$ cat config.mk
export PLATFORM = sky130hd
export DESIGN_NAME = fp16_accum_ctrl
export DESIGN_NICKNAME = d
export VERILOG_FILES = /design/src/rtl/fp16_accum_ctrl.sv
export SDC_FILE = /design/constraint.sdc
export NUM_CORES = 1
export LEC_CHECK = 0
export ABC_AREA = 1
export BUFFER_PORTS_ARGS = -buffer_cell sky130_fd_sc_hd__buf_2
export CORE_UTILIZATION = 62
export CTS_CLUSTER_DIAMETER = 60
export DETAILED_ROUTE_END_ITERATION = 10
export GPL_ROUTABILITY_DRIVEN = 0
export HOLD_SLACK_MARGIN = 0.08
export PLACE_DENSITY = 0.82
export SYNTH_ARGS = -nofsm -noshare
export SYNTH_HDL_FRONTEND = slang
export SYNTH_SLANG_ARGS = --single-unit
$ cat constraint.sdc
create_clock -name clk -period 17.8 [get_ports clk]
set_input_delay 0.89 -clock clk [delete_from_list [all_inputs] [get_ports clk]]
set_output_delay 0.89 -clock clk [all_outputs]
set_load 0.02 [all_outputs]
$ cat src/rtl/fp16_accum_ctrl.sv
`default_nettype none
// ============================================================================
//  Module   : fp16_accum_ctrl (with helper addfp16)
//  Brief    : Reduces a stream of fp16 operands into one fp16 sum per group
//             of LEN elements. A single combinational fp16 adder is shared
//             against an accumulator register. Valid/ready on both sides,
//             two-state FSM (ACC / OUT), synchronous flush.
//  Revision : 1.0 - initial release
// ============================================================================

// ----------------------------------------------------------------------------
//  addfp16 : combinational IEEE half-precision adder, truncating (toward zero)
//  NaN or inf-inf -> 16'h7E00, overflow -> signed inf, exact cancel -> +0.
// ----------------------------------------------------------------------------
module addfp16 (
  input  logic [15:0] i_a,
  input  logic [15:0] i_b,
  output logic [15:0] o_sum
);

  logic        w_a_nan, w_b_nan, w_a_inf, w_b_inf;
  logic        w_swap, w_sub, w_sticky;
  logic [15:0] w_big, w_sml;
  logic [4:0]  w_big_e, w_sml_e, w_diff, w_shift;
  logic [13:0] w_big_x, w_sml_x, w_mask, w_sml_al;
  logic [14:0] w_sum;
  logic [3:0]  w_lz;
  logic [5:0]  w_exp;
  logic [10:0] w_mant;

  assign w_a_nan = (&i_a[14:10]) & (|i_a[9:0]);
  assign w_b_nan = (&i_b[14:10]) & (|i_b[9:0]);
  assign w_a_inf = (&i_a[14:10]) & ~(|i_a[9:0]);
  assign w_b_inf = (&i_b[14:10]) & ~(|i_b[9:0]);

  // Order operands by magnitude so the aligned difference is never negative.
  assign w_swap  = i_b[14:0] > i_a[14:0];
  assign w_big   = w_swap ? i_b : i_a;
  assign w_sml   = w_swap ? i_a : i_b;

  // Subnormals share the exponent of the smallest normal, with no hidden one.
  assign w_big_e = (w_big[14:10] == 5'd0) ? 5'd1 : w_big[14:10];
  assign w_sml_e = (w_sml[14:10] == 5'd0) ? 5'd1 : w_sml[14:10];
  assign w_big_x = {|w_big[14:10], w_big[9:0], 3'b000};
  assign w_sml_x = {|w_sml[14:10], w_sml[9:0], 3'b000};
  assign w_diff  = w_big_e - w_sml_e;

  // Three guard bits plus a sticky LSB keep truncation exact on subtraction.
  assign w_mask   = (w_diff >= 5'd14) ? 14'h3FFF : ((14'd1 << w_diff) - 14'd1);
  assign w_sticky = |(w_sml_x & w_mask);
  assign w_sml_al = ((w_diff >= 5'd14) ? 14'd0 : (w_sml_x >> w_diff)) | {13'd0, w_sticky};
  assign w_sub    = w_big[15] ^ w_sml[15];
  assign w_sum    = w_sub ? ({1'b0, w_big_x} - {1'b0, w_sml_al})
                          : ({1'b0, w_big_x} + {1'b0, w_sml_al});

  // Leading-zero count over the 14-bit non-carry field.
  always_comb begin
    w_lz = 4'd14;
    for (int i = 0; i < 14; i++) begin
      if (w_sum[i]) w_lz = 4'(13 - i);
    end
  end

  // Left shift stops at the subnormal boundary so tiny results stay exact.
  assign w_shift = ({1'b0, w_lz} < (w_big_e - 5'd1)) ? {1'b0, w_lz} : (w_big_e - 5'd1);

  // Normalize and truncate the mantissa, then resolve exponent.
  always_comb begin
    w_mant = 11'd0;
    w_exp  = 6'd0;
    if (w_sum[14]) begin
      w_mant = w_sum[14:4];
      w_exp  = {1'b0, w_big_e} + 6'd1;
    end else begin
      w_mant = 11'((w_sum[13:0] << w_shift) >> 3);
      w_exp  = w_mant[10] ? ({1'b0, w_big_e} - {1'b0, w_shift}) : 6'd0;
    end
  end

  // Special-value handling takes priority over the finite datapath.
  always_comb begin
    o_sum = {w_big[15], w_exp[4:0], w_mant[9:0]};
    if (w_a_nan || w_b_nan || (w_a_inf && w_b_inf && (i_a[15] ^ i_b[15]))) begin
      o_sum = 16'h7E00;
    end else if (w_a_inf) begin
      o_sum = i_a;
    end else if (w_b_inf) begin
      o_sum = i_b;
    end else if (w_sum == 15'd0) begin
      // Only -0 + -0 keeps a negative sign; every other zero is +0.
      o_sum = {i_a[15] & i_b[15], 15'd0};
    end else if (w_exp >= 6'd31) begin
      o_sum = {w_big[15], 5'h1F, 10'd0};
    end
  end

endmodule

// ----------------------------------------------------------------------------
//  fp16_accum_ctrl : group accumulator controller
// ----------------------------------------------------------------------------
module fp16_accum_ctrl #(
  parameter int LEN   = 4,
  parameter int CNT_W = $clog2(LEN + 1)
) (
  input  logic             clk,
  input  logic             rst,
  input  logic             i_clear,
  input  logic             i_in_valid,
  output logic             o_in_ready,
  input  logic [15:0]      i_in_data,
  output logic             o_out_valid,
  input  logic             i_out_ready,
  output logic [15:0]      o_out_data,
  output logic [CNT_W-1:0] o_elem_cnt,
  output logic             o_busy
);

  typedef enum logic [0:0] {
    S_ACC = 1'b0,
    S_OUT = 1'b1
  } state_t;

  localparam logic [CNT_W-1:0] c_LAST = CNT_W'(LEN - 1);

  state_t           r_state, w_state_nxt;
  logic [15:0]      r_acc, w_acc_nxt, w_add_sum;
  logic [CNT_W-1:0] r_cnt, w_cnt_nxt;
  logic             w_in_fire, w_out_fire;

  addfp16 u_add (
    .i_a   (r_acc),
    .i_b   (i_in_data),
    .o_sum (w_add_sum)
  );

  assign o_in_ready  = (r_state == S_ACC);
  assign o_out_valid = (r_state == S_OUT);
  assign o_out_data  = r_acc;
  assign o_elem_cnt  = r_cnt;
  assign o_busy      = (r_state == S_OUT) || (r_cnt != '0);
  assign w_in_fire   = i_in_valid & o_in_ready;
  assign w_out_fire  = o_out_valid & i_out_ready;

  // State, accumulator and element counter registers.
  always_ff @(posedge clk) begin
    if (rst) begin
      r_state <= S_ACC;
      r_acc   <= 16'h0000;
      r_cnt   <= '0;
    end else begin
      r_state <= w_state_nxt;
      r_acc   <= w_acc_nxt;
      r_cnt   <= w_cnt_nxt;
    end
  end

  // Next-state logic; clear overrides any handshake in the same cycle.
  always_comb begin
    w_state_nxt = r_state;
    w_acc_nxt   = r_acc;
    w_cnt_nxt   = r_cnt;
    if (i_clear) begin
      w_state_nxt = S_ACC;
      w_acc_nxt   = 16'h0000;
      w_cnt_nxt   = '0;
    end else begin
      case (r_state)
        S_ACC: begin
          if (w_in_fire) begin
            // First operand bypasses the adder so -0 and NaN payloads survive.
            w_acc_nxt = (r_cnt == '0) ? i_in_data : w_add_sum;
            if (r_cnt == c_LAST) begin
              w_cnt_nxt   = '0;
              w_state_nxt = S_OUT;
            end else begin
              w_cnt_nxt = r_cnt + CNT_W'(1);
            end
          end
        end
        S_OUT: begin
          if (w_out_fire) w_state_nxt = S_ACC;
        end
        default: w_state_nxt = S_ACC;
      endcase
    end
  end

endmodule
`default_nettype wire
Yosys cells after proc, flatten, opt, wreduce, memory -nomap -nowiden --
Index checks and enable logic that the tools add are counted.
Operators by class: $lt $le $gt $ge 4, eq/ne operators 2, bitwise logic cells 14, add/subtract/negate cells 8, multiplexer cells 36, shift operators 3, reduce and logical (&&, ||, !) cells 20
Operators by type and width (number):
- 2-to-1 mux 16 bit | 7
- 2-to-1 mux 4 bit | 13
- 2-to-1 mux 15 bit | 2
- 2-to-1 mux 14 bit | 2
- OR reduction 10 bit | 2
- adder 14 x 14 -> 15 bit | 1
- > comparator 15 bit | 1
- logical NOT 15 bit | 1
- 2-to-1 mux 5 bit | 3
- subtractor 14 x 14 -> 15 bit | 1
- bitwise AND 14 bit | 1
- OR 14 x 1 -> 14 bit | 1
- OR reduction 14 bit | 1
- left shift 1 x 5 -> 14 bit (first input constant) | 1
- left shift 14 x 5 -> 14 bit | 1
- >> shifter 14 x 5 -> 14 bit | 1
- subtractor 14 x 1 -> 14 bit (second input constant) | 1
- 2-to-1 mux 6 bit | 2
- logical NOT 5 bit | 2
- 2-to-1 mux 10 bit | 1
- AND reduction 5 bit | 2
- OR reduction 5 bit | 2
- bitwise AND 1 bit | 7
- adder 5 x 1 -> 6 bit (second input constant) | 1
- 22 further kinds | 30
Word-level totals: word-level logic and storage cells 90, bits of input ports 21, bits in registers 20, output and inout port bits 22

Depth between registers and ports, before layout --
word-level depth 39, gate-level depth with buffers 78, mapped depth without buffers 75

Modules after synthesis --
A second synthesis with hierarchy kept.
Unflattened totals: cells, all modules 1103, area, all modules 6085.8 µm²
By module, submodules not included:
- addfp16 | seq. area each 0.0 µm², cells each 933, area an instance 4968.5 µm², instances 1
- fp16_accum_ctrl | seq. area each 400.4 µm², cells each 170, area an instance 1117.3 µm², instances 1

Worst setup path after synthesis --
OpenSTA, ideal clock, no wires.
kind input to register, start point in i_in_data[14], end point reg r_acc[7], in the netlist o_out_data[7], slack 7682 ps, stages on the path 62, data required time 17730 ps, arrival 10048 ps, library setup time 70 ps, cells stage by stage ha_1 > nand2_2 > nor2_2 > inv_2 > nor2_4 > nand4_4 > nand2_4 > buf_8 > clkbuf_1 > o21ai_1 > nor2_1 > nand4_1 > nand2_1 > inv_1 > ha_1 > fa_1 > or2_2 > nand2_2 > [... 26 more ...] > nor2_1 > a21oi_1 > nand2_4 > o21ai_2 > inv_2 > clkbuf_1 > ha_1 > nand2_1 > o21ai_0 > nand2_1 > nor3b_1 > nand3_1 > o21ai_1 > nand2_1 > inv_2 > a21oi_4 > nand3_1 > a21oi_1
Between the ends: word-level cells in the longest chain between the ends 39, elaborated cells between the ends (all ways) 63, those cells by class 7 x add/sub; 4 x order compare; 1 x eq/ne; 3 x shift; 31 x mux; 5 x bitwise; 12 x reduce/logical
RTL lines:
- from (decl) | RTL line 111 | input logic [15:0] i_in_data,
- > comparator 15 bit | RTL line 37 | assign w_swap = i_b[14:0] > i_a[14:0];
- 2-to-1 mux 16 bit, on equally long branches | RTL line 38, 39
- logical NOT 5 bit, on equally long branches | RTL line 42, 43
- 2-to-1 mux 5 bit, on equally long branches | RTL line 42, 43
- subtractor 5 bit | RTL line 46 | assign w_diff = w_big_e - w_sml_e;
- left shift 1 x 5 -> 14 bit | RTL line 49 | assign w_mask = (w_diff >= 5'd14) ? 14'h3FFF : ((14'd1 << w_diff) - 14'd1);
- subtractor 14 x 1 -> 14 bit | RTL line 49
- 2-to-1 mux 14 bit | RTL line 49
- [... 23 more ...]
- 2-to-1 mux 6 bit | RTL line 71 | if (w_sum[14]) begin
- greater-or-equal comparator 6 x 5 -> 1 bit | RTL line 92 | end else if (w_exp >= 6'd31) begin
- 2-to-1 mux 15 bit | RTL line 92
- 2-to-1 mux 16 bit | RTL line 89 | end else if (w_sum == 15'd0) begin
- 2-to-1 mux 16 bit | RTL line 87 | end else if (w_b_inf) begin
- 2-to-1 mux 16 bit | RTL line 85 | end else if (w_a_inf) begin
- 2-to-1 mux 16 bit | RTL line 83 | if (w_a_nan || w_b_nan || (w_a_inf && w_b_inf && (i_a[15] ^ i_b[15]))) begin
- 2-to-1 mux 16 bit | RTL line 172 | w_acc_nxt = (r_cnt == '0) ? i_in_data : w_add_sum;
- to (signal assigned) | RTL line 153 | r_acc <= w_acc_nxt;
- to (decl) | RTL line 127 | logic [15:0] r_acc, w_acc_nxt, w_add_sum;
Several ways; a longest one is shown, not always the timed one. The select of a mux whose other input is x is not followed. A chain may end at the register's enable or synchronous reset.

Final worst setup path --
start point in i_in_data[14], end point reg r_acc[4], in the netlist o_out_data[4]
The elaborated chain is that of the path after synthesis.

==> impl_metrics.tcl <==
set metrics [dict create \
    status "completed" \
    antenna_found_initial 0 \
    cts_tree "built" \
    htreeDepth 1 \
    grt_pass1_wl_um 27600 \
    die-area_um2 9510 \
    endpoint_kind "flip-flop" \
    ir_drop_mv 0.0673 \
    final_antenna_net_count 0 \
    crit_start "i_in_data[14]" \
    first_iter_violations 538 \
    cpMaxStageDelayCell "o21ai_0" \
    root_buffer "clkbuf_8" \
    synth_cells 1000 \
    cts_buffers 3 \
    cts.path.max_buffers 2 \
    finalSetupTns_ps 0 \
    start_kind "input port" \
    overflow 0 \
    hp-class "reg2reg" \
    dr.max_layer_used "met4" \
    power_density_nw_per_um2 167 \
    synth-seq-area-share 0.0707 \
    r2r_slack_ps 5940 \
    cts_sinks 20 \
    pin_count 43 \
    die_y_um 97.5 \
    hpwl_um 13700 \
    drt-total-wl_um 16600 \
    syn-num-nets 1079 \
    period_share 0.679 \
    syn_to_final_growth_pct 4.16 \
    avgSynthCellArea_um2 5.66 \
    period_needed_ps 12090 \
    finalMaxSlewViolations 0 \
    drive_above_1_share 0.136 \
    max_cap_viol_count 0 \
    ys_ff_latch 20 \
    criticalPathCategory "in2reg" \
    grt_pass1_vias 5877 \
    synth_area_um2 5660 \
    portBuffers 42 \
    dr_wl_met3_um 1710 \
    finClkSkew_ps 6.02 \
    cp_common_cell "inv_1" \
    hold_viol 0 \
    hold_path_depth 2 \
    cp_data_required_time_ps 17990 \
    p_leak_nw 3.09 \
    post_drt_wl_per_cell_um 14.8 \
    fin_nets 1097 \
    r2r_start "o_out_data[6]" \
    fmax_mhz 82.7 \
    start_util 0.646 \
    worst_hold_slack_ps 504 \
    rsz0062_at_grt "no" \
    slowest_delay_ps 700 \
    setup_violations 0 \
    clock_latency_ps 260 \
    clkTransAtPathRegs_ps 80 \
    die_x_um 97.5 \
    firstDrtPassIters 6 \
    slew_headroom 0.479 \
    met2WireLength_um 7240 \
    mostFrequentLayoutCells "nand2_1, inv_1, nand3_1" \
    core-area_um2 8760 \
    layout_commonest_cell "nand2_1" \
    vias 6637 \
    fillers 881 \
    worst-path-max-fanout 52 \
    postCtsHoldBufs 0 \
    tightest_slew_ps 776 \
    reg2reg_depth 60 \
    n_antenna_cell 0 \
    crit_end "o_out_data[4]" \
    vias_per_cell 5.90 \
    yosysWarningCount 0 \
    yosysUniqueCellTypes 61 \
    drc 0 \
    rr_endpoint "o_out_data[4]" \
    postCtsSetupBuffers 0 \
    met1_length_um 7180 \
    cts_resized 0 \
    globalRouteTotalUtil 0.345 \
    rows 34 \
    cp.arrival_ps 12280 \
    grt_max_degree 53 \
]
## synth_stat cells, drive strengths merged
master,instances,area (µm²)
o211ai,10,80.1
nor4,4,25.0
or2,7,43.8
a22oi,1,7.51
a31oi,5,31.3
and2,1,6.26
o21ai,87,484
a21o,1,7.51
clkbuf,13,48.8
a21bo,1,10.0
o221ai,1,15.0
o22ai,4,25.0
fa,3,60.1
nor3b,1,7.51
o21bai,3,26.3
a211o,1,8.76
conb,1,3.75
xor2,16,163
inv,147,552
nand4,8,65.1
nor2,61,249
a211oi,2,15.0
nand2,310,1290
clkinv,4,20.0
o31ai,4,35.0
ha,55,688
nor3,13,76.3
dfxtp,20,400
a21oi,68,352
xnor2,2,17.5
and3,2,12.5
buf,16,116
nand3,122,668
a32o,1,10.0
nand3b,1,7.51
a221oi,2,17.5
o21a,2,15.0
## layout make-up
cell class              count  area [µm²]  share of cell area
multi-input cells         800        4520               0.767
repair buffers             42         210              0.0357
flip-flops and latches     20         400              0.0679
clock buffers               4        55.1             0.00934
inverters                 151         572              0.0970
well taps                 108         135              0.0229
## worst max-delay path, delay by kind of cell
kind	cells	cell delay [ps]
xor gates and xnor gates	1	160
buffers and inverters	12	1540
adders and majority gates	6	2010
AOI/OAI and AO/OA	16	3950
and+or+nand+nor	25	3710
## power breakdown
group / switching, mW / total [mW] / internal [mW] / leakage, nW
Sequential: 0.00343 / 0.0503 / 0.0469 / 0.163
Combinational: 0.611 / 0.899 / 0.288 / 2.90
Clock: 0.0156 / 0.0353 / 0.0197 / 0.0288
Total: 0.630 / 0.985 / 0.354 / 3.09
## state kept, by name, indices dropped and copies added, names as in the netlist
signal	cells
o_out_data	16
o_out_valid	1
o_elem_cnt	3
## metrics by stage
stage          power (mW)  instance area (µm²)  setup slack (ps)  instances  utilization
5_1_grt              1.09                 5890              4720       1125        0.673
3_5_place_dp        0.924                 5840              5650       1121        0.666
6_report            0.985                 5890              5710       1125        0.673
4_1_cts             0.963                 5890              5910       1125        0.673
3_3_place_gp        0.921                 5840              5970       1121        0.666
2_1_floorplan       0.757                 5660              7680       1000            -
## worst min path at each step
stage / from / end / slack (ps)
final: o_elem_cnt[1] / o_elem_cnt[1] / 500
after global routing: o_elem_cnt[0] / o_elem_cnt[0] / 540
after CTS: o_elem_cnt[1] / o_elem_cnt[1] / 510
after detailed placement: o_elem_cnt[1] / o_elem_cnt[1] / 490
after global placement: o_elem_cnt[2] / o_elem_cnt[2] / 480
after floorplan: o_elem_cnt[2] / o_elem_cnt[2] / 550
## layer usage
layer / up-vias / global-route usage
met2: 366 / 0.559
li1: 3312 / -
met3: 48 / 0.0259
met1: 2911 / 0.484
met4: 0 / 0.109
met5: - / 0
## cell families after synthesis
kind of cell,Yosys count,share of synthesized area
xor+xnor,18,0.0318
flops,20,0.0707
buf+inv,180,0.130
fa+ha+maj,58,0.132
compound gates,193,0.201
simple gates,530,0.433
other cells,1,0.000663
Power figures use the tool's default switching activity.
